[src/rtl/pipe_add_sub_pkg.sv]
// Shared constants for the pipelined adder/subtractor: default geometry,
// slice-width derivation and the saturation limits for the default width.
package pipe_add_sub_pkg;

  localparam int DEF_WIDTH  = 32;
  localparam int DEF_STAGES = 4;
  localparam int DEF_SLICE  = DEF_WIDTH / DEF_STAGES;

  localparam logic [DEF_WIDTH-1:0] DEF_SAT_MAX = {1'b0, {(DEF_WIDTH-1){1'b1}}};
  localparam logic [DEF_WIDTH-1:0] DEF_SAT_MIN = {1'b1, {(DEF_WIDTH-1){1'b0}}};

  function automatic int slice_width(input int width, input int stages);
    return width / stages;
  endfunction

endpackage

[src/rtl/pipe_add_sub_if.sv]
// Operand/result handshake bundle for pipe_add_sub. The master drives
// operands and out_ready; the slave (the adder) drives results and in_ready.
interface pipe_add_sub_if
  import pipe_add_sub_pkg::*;
#(
  parameter int WIDTH = DEF_WIDTH
) ();

  logic             in_valid;
  logic             in_ready;
  logic [WIDTH-1:0] a;
  logic [WIDTH-1:0] b;
  logic             sub;
  logic             out_valid;
  logic             out_ready;
  logic [WIDTH-1:0] y;
  logic             co;
  logic             ov;
  logic             zero;

  modport master (
    output in_valid, a, b, sub, out_ready,
    input  in_ready, out_valid, y, co, ov, zero
  );

  modport slave (
    input  in_valid, a, b, sub, out_ready,
    output in_ready, out_valid, y, co, ov, zero
  );

endinterface

[src/rtl/pipe_add_sub_add_slice.sv]
// Combinational SLICE-bit adder used once per pipeline stage. Also exports
// the carry into its MSB so the top slice can form signed overflow.
module add_slice
  import pipe_add_sub_pkg::*;
#(
  parameter int SLICE = DEF_SLICE
) (
  input  logic [SLICE-1:0] a,
  input  logic [SLICE-1:0] b,
  input  logic             ci,
  output logic [SLICE-1:0] s,
  output logic             co,
  output logic             c_msb
);

  assign {co, s} = {1'b0, a} + {1'b0, b} + {{SLICE{1'b0}}, ci};

  // Carry into the MSB recovered from the MSB sum bit; valid even for SLICE=1.
  assign c_msb = a[SLICE-1] ^ b[SLICE-1] ^ s[SLICE-1];

endmodule

[src/rtl/pipe_add_sub.sv]
// Pipelined two's-complement adder/subtractor: one SLICE-wide chunk per stage,
// carry registered between stages. Optional clamp: define PIPE_ADD_SUB_SAT_EN.
module pipe_add_sub
  import pipe_add_sub_pkg::*;
#(
  parameter int WIDTH  = DEF_WIDTH,
  parameter int STAGES = DEF_STAGES
) (
  input logic           clk,
  input logic           rst_n,
  pipe_add_sub_if.slave bus
);

  localparam int SLICE = slice_width(WIDTH, STAGES);

  logic             advance;
  logic [WIDTH-1:0] b_eff;

  logic             out_valid_q;
  logic [WIDTH-1:0] y_q;
  logic             co_q;
  logic             ov_q;
  logic             zero_q;

  // A bubble at the output never blocks; otherwise the whole pipe waits.
  assign advance      = !out_valid_q || bus.out_ready;
  assign b_eff        = bus.sub ? ~bus.b : bus.b;

  assign bus.in_ready  = advance;
  assign bus.out_valid = out_valid_q;
  assign bus.y         = y_q;
  assign bus.co        = co_q;
  assign bus.ov        = ov_q;
  assign bus.zero      = zero_q;

  for (genvar k = 0; k < STAGES; k++) begin : g_stage
    localparam int DONE = (k + 1) * SLICE;
    localparam int REM  = WIDTH - DONE;

    logic [SLICE-1:0] sa;
    logic [SLICE-1:0] sb;
    logic [SLICE-1:0] s;
    logic             ci;
    logic             vin;
    logic             c;
    logic             c_msb;
    logic [DONE-1:0]  res_nxt;

    add_slice #(.SLICE(SLICE)) u_slice (
      .a     (sa),
      .b     (sb),
      .ci    (ci),
      .s     (s),
      .co    (c),
      .c_msb (c_msb)
    );

    if (k == 0) begin : g_src
      assign sa      = bus.a[SLICE-1:0];
      assign sb      = b_eff[SLICE-1:0];
      assign ci      = bus.sub;
      assign vin     = bus.in_valid;
      assign res_nxt = s;
    end else begin : g_src
      assign sa      = g_stage[k-1].g_reg.a_q[SLICE-1:0];
      assign sb      = g_stage[k-1].g_reg.b_q[SLICE-1:0];
      assign ci      = g_stage[k-1].g_reg.carry_q;
      assign vin     = g_stage[k-1].g_reg.valid_q;
      assign res_nxt = {s, g_stage[k-1].g_reg.res_q};
    end

    if (k < STAGES - 1) begin : g_reg
      // Each stage keeps only the finished low slices and the unconsumed upper operands.
      logic            valid_q;
      logic            carry_q;
      logic [DONE-1:0] res_q;
      logic [REM-1:0]  a_q;
      logic [REM-1:0]  b_q;
      logic [REM-1:0]  a_up;
      logic [REM-1:0]  b_up;

      if (k == 0) begin : g_up
        assign a_up = bus.a[WIDTH-1:SLICE];
        assign b_up = b_eff[WIDTH-1:SLICE];
      end else begin : g_up
        assign a_up = g_stage[k-1].g_reg.a_q[REM+SLICE-1:SLICE];
        assign b_up = g_stage[k-1].g_reg.b_q[REM+SLICE-1:SLICE];
      end

      // NOTE: sequential state uses non-blocking assignments so every stage
      // samples its predecessor's old value on the same edge.
      always_ff @(posedge clk or negedge rst_n) begin
        if (!rst_n) begin
          valid_q <= 1'b0;
          carry_q <= 1'b0;
          res_q   <= '0;
          a_q     <= '0;
          b_q     <= '0;
        end else if (advance) begin
          valid_q <= vin;
          carry_q <= c;
          res_q   <= res_nxt;
          a_q     <= a_up;
          b_q     <= b_up;
        end
      end
    end else begin : g_out
      logic             ov_nxt;
      logic [WIDTH-1:0] y_nxt;

      assign ov_nxt = c ^ c_msb;

`ifdef PIPE_ADD_SUB_SAT_EN
      localparam logic [WIDTH-1:0] SAT_MAX = {1'b0, {(WIDTH-1){1'b1}}};
      localparam logic [WIDTH-1:0] SAT_MIN = {1'b1, {(WIDTH-1){1'b0}}};

      // On overflow both operands share a sign; A's MSB picks the clamp direction.
      assign y_nxt = ov_nxt ? (sa[SLICE-1] ? SAT_MIN : SAT_MAX) : res_nxt;
`else
      assign y_nxt = res_nxt;
`endif

      // NOTE: datapath registers are reset too, so Y/flags read 0 after reset
      // rather than whatever was in flight.
      always_ff @(posedge clk or negedge rst_n) begin
        if (!rst_n) begin
          out_valid_q <= 1'b0;
          y_q         <= '0;
          co_q        <= 1'b0;
          ov_q        <= 1'b0;
          zero_q      <= 1'b0;
        end else if (advance) begin
          out_valid_q <= vin;
          y_q         <= y_nxt;
          co_q        <= c;
          ov_q        <= ov_nxt;
          zero_q      <= (y_nxt == '0);
        end
      end
    end
  end

endmodule

[src/flat_wrapper.sv]
// flat-port wrapper written by rule: the top's interface ports become plain ports
module pipe_add_sub_flat import pipe_add_sub_pkg::*;
#(
  parameter int WIDTH  = DEF_WIDTH,
  parameter int STAGES = DEF_STAGES
)
  (clk, rst_n, bus_in_valid, bus_a, bus_b, bus_sub, bus_out_ready, bus_in_ready, bus_out_valid, bus_y, bus_co, bus_ov, bus_zero);
  pipe_add_sub_if #(.WIDTH(WIDTH)) bus_i ();
  input logic clk;
  input logic rst_n;
  input wire logic [$bits(bus_i.in_valid)-1:0] bus_in_valid;
  input wire logic [$bits(bus_i.a)-1:0] bus_a;
  input wire logic [$bits(bus_i.b)-1:0] bus_b;
  input wire logic [$bits(bus_i.sub)-1:0] bus_sub;
  input wire logic [$bits(bus_i.out_ready)-1:0] bus_out_ready;
  output wire logic [$bits(bus_i.in_ready)-1:0] bus_in_ready;
  output wire logic [$bits(bus_i.out_valid)-1:0] bus_out_valid;
  output wire logic [$bits(bus_i.y)-1:0] bus_y;
  output wire logic [$bits(bus_i.co)-1:0] bus_co;
  output wire logic [$bits(bus_i.ov)-1:0] bus_ov;
  output wire logic [$bits(bus_i.zero)-1:0] bus_zero;
  assign bus_i.in_valid = bus_in_valid;
  assign bus_i.a = bus_a;
  assign bus_i.b = bus_b;
  assign bus_i.sub = bus_sub;
  assign bus_i.out_ready = bus_out_ready;
  assign bus_in_ready = bus_i.in_ready;
  assign bus_out_valid = bus_i.out_valid;
  assign bus_y = bus_i.y;
  assign bus_co = bus_i.co;
  assign bus_ov = bus_i.ov;
  assign bus_zero = bus_i.zero;
  pipe_add_sub #(.WIDTH(WIDTH), .STAGES(STAGES)) u_core (.clk(clk), .rst_n(rst_n), .bus(bus_i));
endmodule
[config.mk]
export PLATFORM = sky130hd
export DESIGN_NAME = pipe_add_sub_flat
export DESIGN_NICKNAME = d
export VERILOG_FILES = /design/src/rtl/pipe_add_sub_pkg.sv /design/src/rtl/pipe_add_sub_if.sv /design/src/rtl/pipe_add_sub_add_slice.sv /design/src/rtl/pipe_add_sub.sv /design/src/flat_wrapper.sv
export SDC_FILE = /design/constraint.sdc
export NUM_CORES = 1
export LEC_CHECK = 0
export BUFFER_PORTS_ARGS = -buffer_cell sky130_fd_sc_hd__buf_2
export CAP_MARGIN = 20
export CORE_AREA = 2 2 122 124
export CTS_BUF_LIST = sky130_fd_sc_hd__clkbuf_8
export DETAILED_ROUTE_END_ITERATION = 16
export DIE_AREA = 0 0 124 126
export PLACE_DENSITY = 0.81
export SYNTH_ARGS = -nofsm -noshare
export SYNTH_HDL_FRONTEND = slang
export SYNTH_SLANG_ARGS = --single-unit
[constraint.sdc]
create_clock -name clk -period 2.9 [get_ports clk]
set_clock_uncertainty 0.2 [all_clocks]
set_input_delay 0.145 -clock clk [delete_from_list [all_inputs] [get_ports clk]]
set_output_delay 0.145 -clock clk [all_outputs]
set_load 0.01 [all_outputs]
; Word level (Yosys, flattened, before mapping)
; Index checks and enable logic that the tools add are counted.
; Widths: inputs -> output; s select.
[word_totals]
register_bits = 186
out_inout_bits = 37
[classes]
addsub = 8
n_mux = 1
bitwise_logic = 4
n_reduce_logical = 3
[ops]
columns = cell, count
row1 = $add 8x8->9, 4
row2 = $add 9x1->9, 4
row3 = $logic_not 32->1, 1
row4 = $mux 32, 1
row5 = $not 32->32, 1
row6 = $xor 1x1->1, 3
row7 = $logic_not 1->1, 1
row8 = $logic_or 1x1->1, 1

; Depth between registers and ports, before layout
[logic_depth]
word_depth = 4
depth_mapped = 10
depth_no_buf = 10

; Hierarchy
; A second synthesis with hierarchy kept.
[hier_totals]
hier_cells = 978
area_unflattened_um2 = 8812.2
[modules_own_cells]
columns = mod, n_inst, cells_per_inst, area_each_um2
row1 = pipe_add_sub, 1, 806, 7393.3
row2 = add_slice (u_core.g_stage[2].u_slice ...), 2, 43, 364.1
row3 = add_slice (u_core.g_stage[0].u_slice ...), 2, 43, 345.3

; Worst setup path after synthesis
; OpenSTA, ideal clock, no wires.
[synth_timing]
path_kind = register to register
start = register u_core.g_stage[2].g_reg.b_q[0]
end = register u_core.ov_q (netlist: u_core.bus.ov)
arrival_ns = 2.142
required_ns = 2.569
setup_slack_ns = 0.427
stages_incl_launch_ff = 8
synth_period_minus_slack_ns = 2.473
path_cell_list = dfrtp_1 -> fa_1 -> fa_1 -> a21oi_1 -> o211ai_1 -> o41ai_1 -> xor2_1 -> o21ai_1
[synth_via]
elab_chain_len = 4
[synth_lines]
columns = item, line
row1 = "start, declared", pipe_add_sub.sv:78  ; logic [REM-1:0] b_q;
row2 = "start signal, assigned", pipe_add_sub.sv:104  ; b_q <= b_up;
row3 = $add 8x8->9 *, pipe_add_sub_add_slice.sv:16  ; assign {co, s} = {1'b0, a} + {1'b0, b} + {{SLICE{1'b0}}, ci};
row4 = $add 9x1->9 *, pipe_add_sub_add_slice.sv:16
row5 = $xor 1x1->1, pipe_add_sub_add_slice.sv:19  ; assign c_msb = a[SLICE-1] ^ b[SLICE-1] ^ s[SLICE-1];
row6 = $xor 1x1->1 *, pipe_add_sub.sv:111  ; assign ov_nxt = c ^ c_msb;
row7 = "end signal, assigned", pipe_add_sub.sv:136  ; ov_q <= ov_nxt;
row8 = "end, declared", pipe_add_sub.sv:22  ; logic ov_q;
; Every way passes the cells marked *; elsewhere a longest branch is shown, timed or not.
; A chain may end at the register's enable or synchronous reset.

; Worst setup path after layout
[layout_timing]
start = input bus_a[0]
end = register u_core.g_stage[0].g_reg.carry_q
[layout_via]
elab_chain_len = 2
[layout_lines]
columns = item, line
row1 = "start, declared", flat_wrapper.sv:12  ; input wire logic [$bits(bus_i.a)-1:0] bus_a;
row2 = $add 8x8->9, pipe_add_sub_add_slice.sv:16
row3 = $add 9x1->9, pipe_add_sub_add_slice.sv:16
row4 = "end signal, assigned", pipe_add_sub.sv:95  ; carry_q <= 1'b0;
row5 = "end signal, assigned", pipe_add_sub.sv:101  ; carry_q <= c;
row6 = "end, declared", pipe_add_sub.sv:75  ; logic carry_q;
; Every way passes these cells.

==> run summary <==
max_slew headroom -> 0.504
share of async-settable or async-resettable flops after synthesis -> 1.00
die outline width -> 124 um
cell with the most instances after synthesis -> sky130_fd_sc_hd__nand2_1
gate count of the mapped netlist -> 930
post-synthesis to final-layout area growth -> 21.1%
predominant post-synthesis flop cell -> sky130_fd_sc_hd__dfrtp_1
kind of critical path -> input pin to register
Worst-Margin Slew -> 0.744 ns
Netlist cell types -> 38
clock input transition at the sequential cells of the worst setup and hold paths -> 0.10 ns
setup_tns -> 0 ns
share of the synthesized area in the top cell type -> 0.555
count of antenna-violating nets left after detailed routing -> 0
effective utilization at floorplan -> 0.585
number of buffer cells added on primary ports -> 105
mean area per synthesized cell -> 9.01 sq um
logic gate share of total power -> 0.400
net switching power of the design -> 4.00 mW
diodes inserted -> 0
number of nets in the layout -> 1187
Max-Cap Viols -> 0
footprint of the multi-input gates -> 3500 sq um
routed wire length -> 17200 um
maximum clock rate -> 360 MHz
cells taking the most area after synthesis -> sky130_fd_sc_hd__dfrtp_1, sky130_fd_sc_hd__nand2_1, sky130_fd_sc_hd__ha_1
post-synth top area cell -> sky130_fd_sc_hd__dfrtp_1
placed cell count -> 1183
initial antenna violation count -> 0
Syn. warnings -> 0
vias -> 6509
number of hold violations in the final report -> 0
maximum resistive drop on vdd -> 0.377 mV
required time of the critical path -> 3.05 ns
WL/cell -> 13.4 um
sequential share of power -> 0.434
unrepaired setup endpoints after global routing -> false
Num CTS Buffers -> 17
number of enable flip-flop cells after synthesis -> 0
worst setup path startpoint -> bus_a[0]
placement row count -> 44
ratio of cells with drive above 1 in the final layout -> 0.139
register area share after synthesis -> 0.555
DRC errors left -> 0
Die ar. -> 15600 sq um
via count of the first global-routing pass -> 6286
DP Wirelength -> 11100 um
GPL Wtd Cong -> 0.827
class of the worst hold path -> input pin to register
crit-path max FO -> 3
source of the worst hold timing path -> bus_a[6]
Setup Viol. Count Final -> 0
startpoint of the worst register-to-register path -> u_core.g_stage[2].g_reg.b_q[0]$_DFFE_PN0P_
fraction of the cycle the final worst path needs -> 0.957
ratio of routed vias to standard cells -> 5.09
pin count of the biggest net entering global routing -> 138
First DRT Iteration DRCs -> 433
area of the mapped netlist -> 8380 sq um
leakage power -> 5.19 nW
residual overflow from global routing -> 0
placeable core region -> 14300 sq um
areal power density over the cells -> 1010 nW/um^2
insertion delay to the later sink of the worst-skew pair -> 0.46 ns
type of destination of the critical path -> register
Final Non-Filler Cells -> 1280
root buffer selected by CTS -> sky130_fd_sc_hd__clkbuf_8
internal power component -> 6.20 mW
Max Slew Vio Count -> 0
Global Route Usage Sum -> 0.236
number of buffers between clock root and the deepest sink -> 2
number of sinks driven by the clock tree -> 186
switching part of the total -> 0.392
cell types with the highest counts after synthesis -> sky130_fd_sc_hd__nand2_1, sky130_fd_sc_hd__dfrtp_1, sky130_fd_sc_hd__o21ai_1
Clk pwr share -> 0.166
clock tree from TritonCTS -> done
FF+latch area -> 4650 sq um
count of boundary I/O pins -> 106
worst path arrival time -> 2.93 ns
crit start category -> input pin
first-pass GRT wire length -> 29000 um
Die Y -> 126 um
outcome -> finished clean
number of fill cells in the layout -> 1096
Initial DRT Pass Iterations -> 5
FF+latch count, synth -> 186
time the final worst path needs with I/O delays and setup -> 2.78 ns
Syn Nets -> 1034
H-tree depth -> 4
-- cell usage in the layout, fill, tap and decap left out, types with 9 or more instances in the layout --
| master | synthesis | final |
|---|---|---|
| sky130_fd_sc_hd__xor2_1 | 12 | 12 |
| sky130_fd_sc_hd__dfrtp_1 | 186 | 186 |
| sky130_fd_sc_hd__o21ai_1 | 46 | 46 |
| sky130_fd_sc_hd__inv_1 | 16 | 16 |
| sky130_fd_sc_hd__nor2_1 | 28 | 28 |
| sky130_fd_sc_hd__dlygate4sd3_1 | 0 | 64 |
| sky130_fd_sc_hd__buf_2 | 4 | 104 |
| sky130_fd_sc_hd__clkbuf_8 | 0 | 20 |
| sky130_fd_sc_hd__xnor2_1 | 35 | 35 |
| sky130_fd_sc_hd__o31ai_1 | 9 | 9 |
| sky130_fd_sc_hd__ha_1 | 28 | 28 |
| sky130_fd_sc_hd__nand2_1 | 432 | 432 |
| sky130_fd_sc_hd__a21oi_1 | 14 | 13 |
| sky130_fd_sc_hd__nor3_1 | 10 | 10 |
-- final cells by class --
| class | count | share of cell area |
|---|---|---|
| tap | 184 | 0.0227 |
| multi-input combinational | 682 | 0.345 |
| timing repair buffer | 179 | 0.128 |
| clock buffer | 19 | 0.0258 |
| inverter | 17 | 0.00654 |
| sequential | 186 | 0.459 |
| clock inverter | 13 | 0.0134 |
-- logic make-up (layout without fill, tap and decap cells) --
| logic type | count (synthesis) | after routing | share of synthesized area |
|---|---|---|---|
| simple gates | 492 | 492 | 0.229 |
| buf+inv | 62 | 228 | 0.0285 |
| xor+xnor | 47 | 47 | 0.0491 |
| flops | 186 | 186 | 0.555 |
| compound gates | 107 | 107 | 0.0775 |
| mux | 1 | 1 | 0.00179 |
| fa+ha+maj | 35 | 35 | 0.0585 |
-- per-layer routing --
metal | share of wire | vias up | GRT usage
li1 | - | 3278 | -
met1 | 0.45 | 3026 | 0.315
met2 | 0.47 | 155 | 0.367
met3 | 0.036 | 50 | 0.0412
met4 | 0.043 | 0 | 0.131
met5 | 0 | - | 0
-- final timing paths --
| kind | end | slack, ns | depth (start not counted) |
|---|---|---|---|
| min reg2reg | u_core.g_stage[2].g_reg.valid_q$_DFFE_PN0P_ | 0.27 | 2 |
| max reg2reg | u_core.bus.ov$_DFFE_PN0P_ | 0.18 | 7 |
| min | u_core.g_stage[0].g_reg.res_q[6]$_DFFE_PN0P_ | 0.03 | 4 |
| max | u_core.g_stage[0].g_reg.carry_q$_DFFE_PN0P_ | 0.12 | 11 |
| max in group asynchronous | u_core.g_stage[1].g_reg.res_q[1]$_DFFE_PN0P_ | 1.66 | 3 |
| min in group asynchronous | u_core.g_stage[0].g_reg.b_q[12]$_DFFE_PN0P_ | 0.12 | 2 |
-- power groups by stage --
stage / Combinational (mW) / Clock [mW] / Sequential, mW
after floorplan: 2.82 / 0 / 4.41
after global placement: 3.79 / 0 / 4.43
after detailed placement: 3.94 / 0 / 4.48
after CTS: 4.05 / 1.73 / 4.43
after global routing: 4.66 / 1.84 / 4.57
final: 4.08 / 1.70 / 4.43
-- worst max-delay path: stages --
cell and delay (ns):
sky130_fd_sc_hd__dlygate4sd3_1 0.53, sky130_fd_sc_hd__buf_2 0.14, sky130_fd_sc_hd__mux2_4 0.28, sky130_fd_sc_hd__fa_1 0.41
sky130_fd_sc_hd__a21o_1 0.19, sky130_fd_sc_hd__a21oi_2 0.19, sky130_fd_sc_hd__o21ai_1 0.07, sky130_fd_sc_hd__and3b_1 0.19
sky130_fd_sc_hd__o21ai_1 0.12, sky130_fd_sc_hd__a31oi_1 0.09, sky130_fd_sc_hd__dlygate4sd3_1 0.57
-- what timing repair did --
item,in CTS,in global routing
gates resized for setup,0,1
setup endpoints to repair,0,1
hold endpoints to repair,160,0
hold buffers,64,0
setup buffers,0,1
-- metrics by stage --
stage	utilization	power, mW	instance area (sq um)	hold slack [ns]	worst slack [ns]
finish	0.709	10.2	10100	0.0332	0.124
global route	0.709	11.1	10100	0.0423	0.0121
CTS	0.708	10.2	10100	0.00285	0.0617
detailed placement	0.635	8.42	9100	0.0678	0.193
global placement	0.635	8.22	9100	0.0703	0.286
floorplan	-	7.23	8380	-0.351	0.427
-- flip-flops by register name (all words and copies together), names as in the netlist --
signal                        flops
u_core.bus.y                     32
u_core.g_stage.g_reg.b_q         48
u_core.bus.out_valid              1
u_core.g_stage.g_reg.a_q         48
u_core.bus.ov                     1
u_core.g_stage.g_reg.carry_q      3
u_core.bus.zero                   1
u_core.g_stage.g_reg.valid_q      3
u_core.bus.co                     1
u_core.g_stage.g_reg.res_q       48
Power figures use the tool's default switching activity.
